File: src/rtl/instr_fetch_if.sv
// Program-load and fetch-output bundle shared by the instruction fetch block
// and whatever drives it (loader / control unit).
interface instr_fetch_if #(
  parameter int INSTR_WIDTH = 20,
  parameter int ADDR_BITS   = 5
);
  logic                   prog_we;
  logic [ADDR_BITS-1:0]   prog_addr;
  logic [INSTR_WIDTH-1:0] prog_data;
  logic                   start;
  logic [INSTR_WIDTH-1:0] instr;
  logic [ADDR_BITS-1:0]   pc;
  logic                   busy;
  logic                   halted;

  modport master (
    output prog_we, prog_addr, prog_data, start,
    input  instr, pc, busy, halted
  );

  modport slave (
    input  prog_we, prog_addr, prog_data, start,
    output instr, pc, busy, halted
  );
endinterface

File: src/rtl/instr_fetch.sv
// Instruction fetch: small program memory plus an IDLE/RUN/HALT sequencer
// that presents each instruction word for a type-dependent number of cycles.
module instr_fetch #(
  parameter int INSTR_WIDTH = 20,
  parameter int ADDR_BITS   = 5
) (
  input  logic         clk,
  input  logic         rst,
  instr_fetch_if.slave bus
);
  localparam int DEPTH = 1 << ADDR_BITS;

  localparam logic [1:0] S_IDLE = 2'b00;
  localparam logic [1:0] S_RUN  = 2'b01;
  localparam logic [1:0] S_HALT = 2'b10;

  logic [INSTR_WIDTH-1:0] mem [DEPTH];
  logic [1:0]             state;
  logic [2:0]             count;
  logic [INSTR_WIDTH-1:0] instr_r;
  logic [ADDR_BITS-1:0]   pc_r;
  logic [ADDR_BITS-1:0]   pc_inc;
  logic [INSTR_WIDTH-1:0] first_word;
  logic [INSTR_WIDTH-1:0] next_word;

  // Number of cycles a word stays on instr; 0 marks the halt type.
  function automatic logic [2:0] hold_len(input logic [INSTR_WIDTH-1:0] w);
    case (w[INSTR_WIDTH-1 -: 2])
      2'b01:   hold_len = 3'd3;
      2'b10:   hold_len = 3'd4;
      2'b11:   hold_len = 3'd3;
      default: hold_len = 3'd0;
    endcase
  endfunction

  function automatic logic is_halt(input logic [INSTR_WIDTH-1:0] w);
    is_halt = (w[INSTR_WIDTH-1 -: 2] == 2'b00);
  endfunction

  assign pc_inc    = pc_r + 1'b1;
  assign next_word = mem[pc_inc];
  // A load to address 0 on the start edge must be seen by that same fetch.
  assign first_word = (bus.prog_we && (bus.prog_addr == '0)) ? bus.prog_data : mem[0];

  assign bus.instr  = instr_r;
  assign bus.pc     = pc_r;
  assign bus.busy   = (state == S_RUN);
  assign bus.halted = (state == S_HALT);

  // Program memory: loadable only while idle, untouched by reset.
  always_ff @(posedge clk) begin
    if (bus.prog_we && (state == S_IDLE))
      mem[bus.prog_addr] <= bus.prog_data;
  end

  // Sequencer: start fetch, hold countdown, advance/wrap, halt detection.
  always_ff @(posedge clk) begin
    if (rst) begin
      state   <= S_IDLE;
      instr_r <= '0;
      pc_r    <= '0;
      count   <= '0;
    end else begin
      case (state)
        S_IDLE: begin
          if (bus.start) begin
            pc_r <= '0;
            if (is_halt(first_word)) begin
              state   <= S_HALT;
              instr_r <= '0;
              count   <= '0;
            end else begin
              // Extra cycle lets the control unit leave its reset state.
              state   <= S_RUN;
              instr_r <= first_word;
              count   <= hold_len(first_word) + 3'd1;
            end
          end
        end
        S_RUN: begin
          if (count > 3'd1) begin
            count <= count - 3'd1;
          end else begin
            pc_r <= pc_inc;
            if (is_halt(next_word)) begin
              state   <= S_HALT;
              instr_r <= '0;
              count   <= '0;
            end else begin
              instr_r <= next_word;
              count   <= hold_len(next_word);
            end
          end
        end
        S_HALT: begin
          state <= S_HALT;
        end
        default: begin
          state <= S_IDLE;
        end
      endcase
    end
  end
endmodule

File: src/flat_wrapper.sv
// flat-port wrapper written by rule: the top's interface ports become plain ports
module instr_fetch_flat 
#(
  parameter int INSTR_WIDTH = 20,
  parameter int ADDR_BITS   = 5
)
  (clk, rst, bus_prog_we, bus_prog_addr, bus_prog_data, bus_start, bus_instr, bus_pc, bus_busy, bus_halted);
  instr_fetch_if #(.INSTR_WIDTH(INSTR_WIDTH), .ADDR_BITS(ADDR_BITS)) bus_i ();
  input  logic clk;
  input  logic rst;
  input wire logic [$bits(bus_i.prog_we)-1:0] bus_prog_we;
  input wire logic [$bits(bus_i.prog_addr)-1:0] bus_prog_addr;
  input wire logic [$bits(bus_i.prog_data)-1:0] bus_prog_data;
  input wire logic [$bits(bus_i.start)-1:0] bus_start;
  output wire logic [$bits(bus_i.instr)-1:0] bus_instr;
  output wire logic [$bits(bus_i.pc)-1:0] bus_pc;
  output wire logic [$bits(bus_i.busy)-1:0] bus_busy;
  output wire logic [$bits(bus_i.halted)-1:0] bus_halted;
  assign bus_i.prog_we = bus_prog_we;
  assign bus_i.prog_addr = bus_prog_addr;
  assign bus_i.prog_data = bus_prog_data;
  assign bus_i.start = bus_start;
  assign bus_instr = bus_i.instr;
  assign bus_pc = bus_i.pc;
  assign bus_busy = bus_i.busy;
  assign bus_halted = bus_i.halted;
  instr_fetch #(.INSTR_WIDTH(INSTR_WIDTH), .ADDR_BITS(ADDR_BITS)) u_core (.clk(clk), .rst(rst), .bus(bus_i));
endmodule
File: config.mk
export PLATFORM = sky130hd
export DESIGN_NAME = instr_fetch_flat
export DESIGN_NICKNAME = d
export VERILOG_FILES = /design/src/rtl/instr_fetch_if.sv /design/src/rtl/instr_fetch.sv /design/src/flat_wrapper.sv
export SDC_FILE = /design/constraint.sdc
export NUM_CORES = 1
export LEC_CHECK = 0
export CAP_MARGIN = 20
export CORE_ASPECT_RATIO = 1.75
export CORE_MARGIN = 2
export CORE_UTILIZATION = 55
export CTS_BUF_LIST = sky130_fd_sc_hd__clkbuf_8
export DETAILED_ROUTE_END_ITERATION = 7
export HOLD_SLACK_MARGIN = 0.1
export PLACE_DENSITY_LB_ADDON = 0.15
export SLEW_MARGIN = 20
export SYNTH_ARGS = -nofsm -noshare
export SYNTH_HDL_FRONTEND = slang
export SYNTH_SLANG_ARGS = --single-unit
export TNS_END_PERCENT = 1
File: constraint.sdc
create_clock -name clk -period 7.1 [get_ports clk]
set_input_delay 1.42 -clock clk [delete_from_list [all_inputs] [get_ports clk]]
set_output_delay 1.42 -clock clk [all_outputs]
set_load 0.01 [all_outputs]
==> reports/results.txt <==
Post-Synthesis Cell Area - 26300 µm²
CTS resizes - 0
TNS Setup - 0 ns
Tightest Pin Transition - 1.11 ns
Final setup viols - 0
post-synthesis sequential area ratio - 0.752
Netlist cell types - 46
CP Class - in2reg
static leakage - 9.22 nW
WP data required - 7.64 ns
max_cap viols - 0
Syn Area/Cell - 21.4 µm²
first-pass GRT wire length - 86100 µm
CP peak stage delay - 0.82 ns
pwr/cell area - 284 nW/µm²
Yosys warnings - 0
commonest non-fill, non-tap cell in the layout - edfxtp_1
Port Buffers - 55
crit-path max FO - 21
P_int - 6.30 mW
Vias per Instance - 6.23
Worst setup EP type - register
status - complete, no violations
Routed Antenna Nets - 0
worst path arrival time - 4.81 ns
EDFF count, synth - 640
Clk Latency, worst-skew pair - 0.64 ns
via count - 12619
root buf cell - clkbuf_8
Fin. Hold Viols - 0
core area - 47600 µm²
CTS sink count - 670
routed len/inst - 28.6 µm
share of layout cells above drive strength 1 - 0.298
Final HPWL DP - 31200 µm
CTS clk-pin slew, worst paths - 0.07 ns
FP Rows - 106
WL final - 58000 µm
DRT iter0 DRCs - 1296
I/O pin cnt - 56
Post-Place Cell Area - 27800 µm²
Initial Util - 0.553
P_sw - 2.05 mW
grt ovf - 0
Pre-antenna DRT Iters - 5
area grow syn2layout - 11.5%
GP Congestion - 0.745
sequential share of power - 0.537
Peak VDD IR - 0.107 mV
Pins Over Slew Limit - 0
largest buffer count on any clock path - 3
clock share of power - 0.317
GRT Overall Usage - 0.242
ys async rst share - 0
Top FF cell, synth - edfxtp_1
Post-CTS Repair Setup Buffers - 0
die area - 49700 µm²
delay-heaviest family, CP - simple AND/OR/NAND/NOR gates
vias in the first global route - 13430
final setup skew - 0.0264 ns
crit share post-route - 0.601
Synthesized Nets - 1268
hold_buf cts - 0
min-delay worst type - reg2reg
htree depth - 3
Fmax achieved - 234 MHz
initial antenna violation count - 1
worst path bufs/invs - 1
CP max-delay cell - nor2_2
Final #Nets - 1402
crit-path cells - clkdlybuf4s50_1 > or3_4 > or3b_4 > mux2_4 > nor2_2 > or3_1 > a21oi_1 > nor4_1
Synth Instances - 1232
most frequent cells in the layout - edfxtp_1, mux4_2, clkbuf_8
# DRC - 0
crit start category - input pin
Rel. slew slack - 0.258
min cycle time layout - 4.27 ns
Switching Fraction - 0.245
Comb pwr share - 0.146
total CTS buffers - 87
Die Y - 294 µm
unrepaired setup endpoints after global routing - false
TritonCTS clock tree - yes
Fin Hold WS - 0.452 ns
fin area - 29400 µm²
pin count of the biggest net entering global routing - 96
Yosys reg bits - 670
Die Span X - 169 µm
layer usage:
metal  vias to the layer above  share of wire  global-route usage
li1                       5375              -                   -
met1                      6727           0.39               0.314
met2                       429           0.53               0.424
met3                        88          0.060              0.0405
met4                         0          0.022              0.0728
met5                         -              0                   0
layout make-up:
type,instances,area [µm²]
multi-input cells,492,6230
inverters,5,18.8
clock buffers,92,1270
well taps,594,743
clock inverters,62,332
repair buffers,110,968
flip-flops and latches,670,19800
diodes,1,2.50
fillers,3323,18200
worst paths after layout:
path	startpoint	end	slack, ns	cells past startpoint
worst max register to register	u_core.bus.pc[0]	u_core.bus.instr[14]	2.86	8
worst min register to register	u_core.bus.instr[18]	u_core.bus.instr[18]	0.45	2
worst max-delay path	bus_prog_addr[3]	u_core.count[2]	2.83	8
worst min-delay path	u_core.bus.instr[18]	u_core.bus.instr[18]	0.45	2
cell usage after synthesis, types with 2 or more instances:
| cell type | instances | area (µm²) |
|---|---|---|
| nand3_1 | 9 | 45.0 |
| a22oi_1 | 3 | 22.5 |
| nor3_1 | 6 | 30.0 |
| xnor2_1 | 2 | 17.5 |
| nand2_1 | 71 | 267 |
| and3_1 | 2 | 12.5 |
| o21ai_0 | 21 | 105 |
| edfxtp_1 | 640 | 19200 |
| a211oi_1 | 20 | 150 |
| nand3b_1 | 3 | 22.5 |
| nor2b_1 | 2 | 12.5 |
| ha_1 | 7 | 87.6 |
| mux4_2 | 196 | 4410 |
| dfxtp_1 | 30 | 601 |
| buf_2 | 24 | 120 |
| buf_4 | 18 | 135 |
| xor2_1 | 2 | 17.5 |
| a21o_1 | 2 | 15.0 |
| inv_1 | 5 | 18.8 |
| a21oi_1 | 24 | 120 |
| mux2_2 | 19 | 214 |
| clkbuf_1 | 14 | 52.6 |
| nand2b_1 | 2 | 12.5 |
| buf_6 | 7 | 78.8 |
| nor2_1 | 74 | 278 |
| mux2i_1 | 9 | 90.1 |
cells by family after synthesis:
family | count (synthesis) | synth area share
compound gates | 74 | 0.0169
xor+xnor | 5 | 0.00237
fa+ha+maj | 7 | 0.00332
buf+inv | 70 | 0.0157
flops | 670 | 0.752
mux | 226 | 0.180
simple gates | 180 | 0.0295
stage by stage:
stage / cells / util / power, mW / worst slack [ns]
final: 2026 / 0.617 / 8.35 / 2.83
after global routing: 2026 / 0.617 / 8.68 / 2.68
after CTS: 2025 / 0.618 / 8.43 / 2.77
after detailed placement: 1871 / 0.584 / 5.80 / 2.17
after global placement: 1871 / 0.584 / 5.78 / 2.21
after floorplan: 1232 / - / 5.40 / 3.91
worst reg2reg max path, delay by kind of cell (launching register included):
kind,cells,cell delay [ns]
AO/OA/AOI/OAI,3,0.77
adder cells (fa/ha/maj),1,0.75
buffers and inverters,1,0.59
flip-flops,1,0.74
multiplexers,2,0.40
AND/OR/NAND/NOR,1,0.92
state kept, by name (all words and copies together), names as in the netlist:
| name | flops |
|---|---|
| u_core.bus.instr | 20 |
| u_core.mem | 640 |
| u_core.state | 2 |
| u_core.count | 3 |
| u_core.bus.pc | 5 |
power groups by stage:
stage	combinational (mW)	clock, mW	sequential, mW
CTS	1.24	2.71	4.49
global route	1.31	2.87	4.49
detailed placement	1.23	0	4.57
floorplan	0.845	0	4.55
finish	1.22	2.65	4.48
global placement	1.22	0	4.57
Note: power is estimated with default switching activity, not from simulation.
